==> config.mk <==
export PLATFORM = sky130hd
export DESIGN_NAME = multdiv_ctrl
export DESIGN_NICKNAME = d
export VERILOG_FILES = /design/src/rtl/alu_pkg.sv /design/src/rtl/multdiv_ctrl_iter_counter.sv /design/src/rtl/multdiv_ctrl.sv
export SDC_FILE = /design/constraint.sdc
export NUM_CORES = 1
export LEC_CHECK = 0
export ABC_AREA = 1
export CAP_MARGIN = 30
export CORE_ASPECT_RATIO = 1.25
export CORE_UTILIZATION = 30
export DETAILED_ROUTE_END_ITERATION = 10
export MAX_ROUTING_LAYER = met4
export PLACE_DENSITY_LB_ADDON = 0.05
export SETUP_SLACK_MARGIN = 0.15
export SYNTH_ARGS = -nofsm -noshare
export SYNTH_HDL_FRONTEND = slang
export SYNTH_SLANG_ARGS = --single-unit
==> constraint.sdc <==
create_clock -name clock -period 1.7 [get_ports clock]
set_input_delay 0.17 -clock clock [delete_from_list [all_inputs] [get_ports clock]]
set_output_delay 0.17 -clock clock [all_outputs]
set_load 0.01 [all_outputs]
==> src/rtl/alu_pkg.sv <==
// Shared ALU definitions for the iterative multiply/divide sequencer.
// Provides the sequencer state enum, the operation enum and width/latency constants.
package alu_pkg;

   localparam int unsigned MD_WIDTH   = 32;
   localparam int unsigned MD_CNT_W   = 5;
   localparam int unsigned MD_LATENCY = 35;
   localparam logic [31:0] INT_MIN    = 32'h8000_0000;

   typedef enum logic [2:0] {
      IDLE  = 3'd0,
      NEG_A = 3'd1,
      NEG_B = 3'd2,
      ITER  = 3'd3,
      FIX   = 3'd4,
      DONE  = 3'd5
   } md_state_t;

   typedef enum logic {
      OP_MULT = 1'b0,
      OP_DIV  = 1'b1
   } md_op_t;

endpackage

==> src/rtl/multdiv_ctrl_iter_counter.sv <==
// Iteration counter for the multiply/divide sequencer.
// Ports: clock/reset (sync, active-high), clr (sync clear on start), en (count in ITER),
//        tc_c (combinational flag: count has reached LAST).
module md_iter_counter #(
   parameter int unsigned CNT_W = 5,
   parameter int unsigned LAST  = 31
) (
   input  logic clock,
   input  logic reset,
   input  logic clr,
   input  logic en,
   output logic tc_c
);

   logic [CNT_W-1:0] cnt_q, cnt_d;

   // Clear wins over enable so a restart always begins from zero
   always_comb begin
      cnt_d = cnt_q;
      if (clr) begin
         cnt_d = '0;
      end else if (en) begin
         cnt_d = cnt_q + CNT_W'(1);
      end
   end

   always_ff @(posedge clock) begin
      if (reset) begin
         cnt_q <= '0;
      end else begin
         cnt_q <= cnt_d;
      end
   end

   assign tc_c = (cnt_q == CNT_W'(LAST));

endmodule

==> src/rtl/multdiv_ctrl.sv <==
// Iterative signed multiply/divide sequencer sharing one external adder.
// Ports: clock/reset (sync, active-high); ctrl_MULT/ctrl_DIV start pulses; data_operandA/B
//        sampled on start; add_opA/add_opB/add_cin drive the shared adder, add_sum/add_cout
//        return from it; data_result/data_exception valid with the one-cycle data_resultRDY.
module multdiv_ctrl
   import alu_pkg::*;
#(
   parameter int unsigned WIDTH = MD_WIDTH,
   parameter int unsigned CNT_W = MD_CNT_W
) (
   input  logic             clock,
   input  logic             reset,
   input  logic             ctrl_MULT,
   input  logic             ctrl_DIV,
   input  logic [WIDTH-1:0] data_operandA,
   input  logic [WIDTH-1:0] data_operandB,
   output logic [WIDTH-1:0] add_opA,
   output logic [WIDTH-1:0] add_opB,
   output logic             add_cin,
   input  logic [WIDTH-1:0] add_sum,
   input  logic             add_cout,
   output logic [WIDTH-1:0] data_result,
   output logic             data_exception,
   output logic             data_resultRDY
);

   localparam logic [WIDTH-1:0] MIN_VAL = {1'b1, {(WIDTH-1){1'b0}}};

   md_state_t        state_q, state_d;
   md_op_t           op_q, op_d;
   logic [WIDTH-1:0] a_q, a_d;
   logic [WIDTH-1:0] b_q, b_d;
   logic [WIDTH-1:0] mag_a_q, mag_a_d;
   logic [WIDTH-1:0] mag_b_q, mag_b_d;
   logic [WIDTH-1:0] hi_q, hi_d;      // product high half / divide remainder
   logic [WIDTH-1:0] lo_q, lo_d;      // product low half / divide quotient
   logic [WIDTH-1:0] result_q, result_d;
   logic             exc_q, exc_d;
   logic             rdy_q, rdy_d;

   logic             start_c;
   logic             tc_c;
   logic             neg_c;
   logic [WIDTH-1:0] rs_c;

   assign start_c = ctrl_MULT | ctrl_DIV;
   assign neg_c   = a_q[WIDTH-1] ^ b_q[WIDTH-1];
   assign rs_c    = {hi_q[WIDTH-2:0], lo_q[WIDTH-1]};

   md_iter_counter #(
      .CNT_W (CNT_W),
      .LAST  (WIDTH - 1)
   ) u_iter_counter (
      .clock (clock),
      .reset (reset),
      .clr   (start_c),
      .en    (state_q == ITER),
      .tc_c  (tc_c)
   );

   // State register
   always_ff @(posedge clock) begin
      if (reset) begin
         state_q <= IDLE;
      end else begin
         state_q <= state_d;
      end
   end

   // Next state; a start in any state restarts the sequence
   always_comb begin
      state_d = state_q;
      if (start_c) begin
         state_d = NEG_A;
      end else begin
         case (state_q)
            IDLE:    state_d = IDLE;
            NEG_A:   state_d = NEG_B;
            NEG_B:   state_d = ITER;
            ITER:    state_d = tc_c ? FIX : ITER;
            FIX:     state_d = DONE;
            DONE:    state_d = IDLE;
            default: state_d = IDLE;
         endcase
      end
   end

   // Shared adder operands per state; idle states present zeros
   always_comb begin
      add_opA = '0;
      add_opB = '0;
      add_cin = 1'b0;
      case (state_q)
         NEG_A: begin
            add_opA = ~a_q;
            add_cin = 1'b1;
         end
         NEG_B: begin
            add_opA = ~b_q;
            add_cin = 1'b1;
         end
         ITER: begin
            if (op_q == OP_MULT) begin
               add_opA = hi_q;
               add_opB = lo_q[0] ? mag_a_q : '0;
            end else begin
               // Trial subtract: carry-out set means shifted remainder >= divisor
               add_opA = rs_c;
               add_opB = ~mag_b_q;
               add_cin = 1'b1;
            end
         end
         FIX: begin
            add_opA = ~lo_q;
            add_cin = 1'b1;
         end
         default: ;
      endcase
   end

   // Datapath next values
   always_comb begin
      op_d     = op_q;
      a_d      = a_q;
      b_d      = b_q;
      mag_a_d  = mag_a_q;
      mag_b_d  = mag_b_q;
      hi_d     = hi_q;
      lo_d     = lo_q;
      result_d = result_q;
      exc_d    = exc_q;
      rdy_d    = 1'b0;
      if (start_c) begin
         op_d = ctrl_MULT ? OP_MULT : OP_DIV;
         a_d  = data_operandA;
         b_d  = data_operandB;
      end else begin
         case (state_q)
            NEG_A: begin
               mag_a_d = a_q[WIDTH-1] ? add_sum : a_q;
            end
            NEG_B: begin
               mag_b_d = b_q[WIDTH-1] ? add_sum : b_q;
               hi_d    = '0;
               lo_d    = (op_q == OP_MULT) ? (b_q[WIDTH-1] ? add_sum : b_q) : mag_a_q;
            end
            ITER: begin
               if (op_q == OP_MULT) begin
                  {hi_d, lo_d} = {add_cout, add_sum, lo_q[WIDTH-1:1]};
               end else if (add_cout) begin
                  hi_d = add_sum;
                  lo_d = {lo_q[WIDTH-2:0], 1'b1};
               end else begin
                  hi_d = rs_c;
                  lo_d = {lo_q[WIDTH-2:0], 1'b0};
               end
            end
            FIX: begin
               rdy_d    = 1'b1;
               result_d = neg_c ? add_sum : lo_q;
               exc_d    = 1'b0;
               if (op_q == OP_MULT) begin
                  // Magnitude 2^31 is representable only as a negative result
                  exc_d = (hi_q != '0) || (lo_q[WIDTH-1] && !(neg_c && (lo_q == MIN_VAL)));
               end else if (b_q == '0) begin
                  result_d = '0;
                  exc_d    = 1'b1;
               end else if ((a_q == MIN_VAL) && (b_q == '1)) begin
                  result_d = MIN_VAL;
                  exc_d    = 1'b1;
               end
            end
            default: ;
         endcase
      end
   end

   // Datapath registers
   always_ff @(posedge clock) begin
      if (reset) begin
         op_q     <= OP_MULT;
         a_q      <= '0;
         b_q      <= '0;
         mag_a_q  <= '0;
         mag_b_q  <= '0;
         hi_q     <= '0;
         lo_q     <= '0;
         result_q <= '0;
         exc_q    <= 1'b0;
         rdy_q    <= 1'b0;
      end else begin
         op_q     <= op_d;
         a_q      <= a_d;
         b_q      <= b_d;
         mag_a_q  <= mag_a_d;
         mag_b_q  <= mag_b_d;
         hi_q     <= hi_d;
         lo_q     <= lo_d;
         result_q <= result_d;
         exc_q    <= exc_d;
         rdy_q    <= rdy_d;
      end
   end

   assign data_result    = result_q;
   assign data_exception = exc_q;
   assign data_resultRDY = rdy_q;

endmodule
==> impl_metrics.py <==
metrics = {
    "yosys": {
        "synthesis.nets": 2091,
        "synth.cell_area_um2": 12900,
        "synth_cells": 1988,
        "ys.flop_type": "dfxtp_1",
        "synthArstFlopShare_pct": 0,
        "synth_area_leaders": "dfxtp_1, o21ai_0, nand2_1",
        "synth-edff-count": 0,
        "synth.most_common_cell": "nand2_1",
        "yosys-top-cells-count": "nand2_1, o21ai_0, a21oi_1",
        "synth-seq-area-share_pct": 36.6,
        "synth_cell_types": 33,
        "synth_top_area_share_pct": 36.6,
        "yosys_register_bits": 235,
        "ys_warn_count": 0,
        "synth_largest_area_cell": "dfxtp_1",
        "avgSynthCellArea_um2": 6.47,
    },
    "clocking": {
        "clkTransAtPathRegs_ps": 70,
        "clk_latency_ps": 580,
        "numCtsBuffers": 29,
        "cts_root_buf": "clkbuf_16",
        "cts_tree": "yes",
        "cts.sinks": 235,
        "h-tree-depth": 1,
        "cts_buffer_depth": 3,
    },
    "placement": {
        "gp_congestion": 0.975,
        "port_buffers": 199,
        "dp.final_hpwl_um": 60300,
        "post-place-cells": 2972,
    },
    "timing": {
        "worst_slack_ps": -611,
        "tns_ps": -64990,
        "hold_viol": 0,
        "tightest_slew_ps": 962,
        "rsz0062_at_grt": "true",
        "fin_crit_sh_pct": 136,
        "fin_crit_ps": 2310,
        "slew_viol_final": 0,
        "max_freq_mhz": 433,
        "setup_viol": 185,
        "relSlewSlack_pct": 35.9,
        "clock-skew-final_ps": 8.57,
    },
    "setup_path": {
        "start_kind": "flip-flop",
        "worstSetupEndpointType": "primary output",
        "crit_required_ps": 1530,
        "cp_max_fo": 13,
        "worstPathArrival_ps": 2140,
        "rrSetupSlack_ps": -510,
        "slowest_stage": "dfxtp_2",
        "path_buf_inv": 6,
        "critPathKind": "flip-flop to primary output",
        "critical-path-top-delay-family": "buffers and inverters",
        "slowest_delay_ps": 320,
        "path_cells": "inv_2, nor2_4, inv_2, nor2_4, buf_12, inv_12, buf_4, o22ai_4, a21oi_1, o21ai_1, buf_2",
    },
    "drt": {
        "dr.pass1.iters": 6,
        "num_vias": 16900,
        "post_drt_wl_per_cell_um": 26.2,
        "ant_nets": 0,
        "drcViolationCount": 0,
        "drt-initial-drc-count": 1841,
        "post_drt_via_cell_ratio": 5.47,
        "wl_um": 80900,
    },
    "die": {
        "core_um2": 42100,
        "io_pins": 200,
        "rows": 84,
        "die_height_um": 234,
        "die-area_um2": 43700,
        "floorplan.initialDensity_pct": 30.5,
        "die_width_um": 187,
    },
    "final_layout": {
        "area_growth_pct": 68.1,
        "finalNetCount": 2609,
        "seqCellArea_um2": 4710,
        "final_core_util_pct": 51.3,
        "fillers": 4255,
        "final_cells": 3086,
        "diodes": 0,
        "multiInputGateArea_um2": 8500,
        "drive_gt1_share_pct": 32.4,
    },
    "global_routing": {
        "track_usage_pct": 37.1,
        "grt_pass1_vias": 16100,
        "grt_max_degree": 67,
        "antenna_found_initial": 0,
        "grt_first_pass_wirelength_um": 114000,
        "grt_overflow": 0,
    },
    "power_and_ir_drop": {
        "p_total_mw": 15.4,
        "p_per_area_nw_per_um2": 714,
        "power_leakage_nw": 8.76,
        "vdd_drop_max_v": 0.000752,
    },
    "worst_hold_path": {
        "hold_class": "input pin to flip-flop",
    },
    "status": {
        "outcome": "finished, violations left",
        "violations": "setup timing",
    },
    "job": {
        "max_cap_violations": 0,
    },
}
==> cells in the final DEF, fill, tap and decap left out, drive strengths merged <==
cell type / instances
dfxtp: 235
nand3: 56
buf: 503
o22ai: 54
o21bai: 1
clkinv: 10
xor2: 1
nor2: 258
nand4: 12
nand2: 375
o211ai: 27
a31oi: 40
a211oi: 47
a21oi: 253
nor3: 40
o21ai: 282
ha: 2
clkdlybuf4s50: 133
a221oi: 1
inv: 142
clkinvlp: 2
bufinv: 2
nor3b: 1
or2: 5
clkbuf: 44
mux2i: 1
==> final timing paths <==
kind	from	endpoint	depth (start not counted)
max	state_q[1]	add_opA[6]	11
min	reset	u_iter_counter.cnt_q[1]	5
max reg2reg	op_q	data_result[25]	14
min reg2reg	data_result[3]	data_result[3]	2
==> cell families (layout without fill, tap and decap cells) <==
kind of cell / count (synthesis) / after routing / share of synthesized area (%)
multiplexers: 1 / 1 / 0.0778
AND/OR/NAND/NOR: 745 / 747 / 23.6
flip-flops: 235 / 235 / 36.6
adder cells (fa/ha/maj): 2 / 2 / 0.194
AO/OA/AOI/OAI: 705 / 705 / 29.8
XOR/XNOR: 1 / 1 / 0.0681
buffers and inverters: 299 / 836 / 9.69
==> layout make-up <==
type	count	share of cell area (%)
Inverter	141	2.59
Timing Repair inverter	1	0.0521
Clock inverter	14	0.579
Clock buffer	38	3.84
Multi-Input combinational cell	1456	39.3
Timing Repair Buffer	642	28.6
Tap cell	559	3.23
Sequential cell	235	21.8
==> registers in the layout (all words and copies together) (netlist names) <==
register,flops
a_q,32
b_q,32
data_exception,1
data_result,32
data_resultRDY,1
hi_q,32
lo_q,32
mag_a_q,32
mag_b_q,32
op_q,1
state_q,3
u_iter_counter.cnt_q,5
==> per-stage QoR <==
stage                     hold slack (ps)  cell area, µm²  setup WS (ps)
after floorplan                       249           12900            184
after global placement                447           18100           -573
after detailed placement              452           18100           -548
after CTS                            99.2           20700           -570
after global routing                  127           21600           -657
final                                 127           21600           -611
==> metal layers <==
layer / vias up / routed length, µm / track usage (%) / share of wire (%)
met2: 807 / 38200 / 60.6 / 47
met3: 147 / 5770 / 4.19 / 7.1
met5: - / 0 / - / 0
li1: 7797 / - / - / -
met1: 8118 / 33200 / 46.7 / 41
met4: 0 / 3660 / 14.5 / 4.5
==> power by group <==
part / leakage [nW] / switching (mW) / internal, mW
sequential: 1.92 / 0.264 / 5.68
clock: 0.478 / 2.70 / 3.70
combinational: 6.36 / 1.80 / 1.29
total: 8.76 / 4.77 / 10.7
==> tightest hold or removal path: cells and delay by family <==
| family | cells | cell delay, ps |
|---|---|---|
| buffers and inverters | 2 | 300 |
| AND/OR/NAND/NOR | 2 | 120 |
| AO/OA/AOI/OAI | 1 | 70 |
==> what timing repair did <==
item / CTS / global route
pin swaps: 36 / 31
buffers inserted: 22 / 16
endpoints found under the setup margin: 254 / 260
hold buffers: 0 / 0
resized for setup: 591 / 137
cloned: 17 / 7
(Power assumes the default switching activity.)
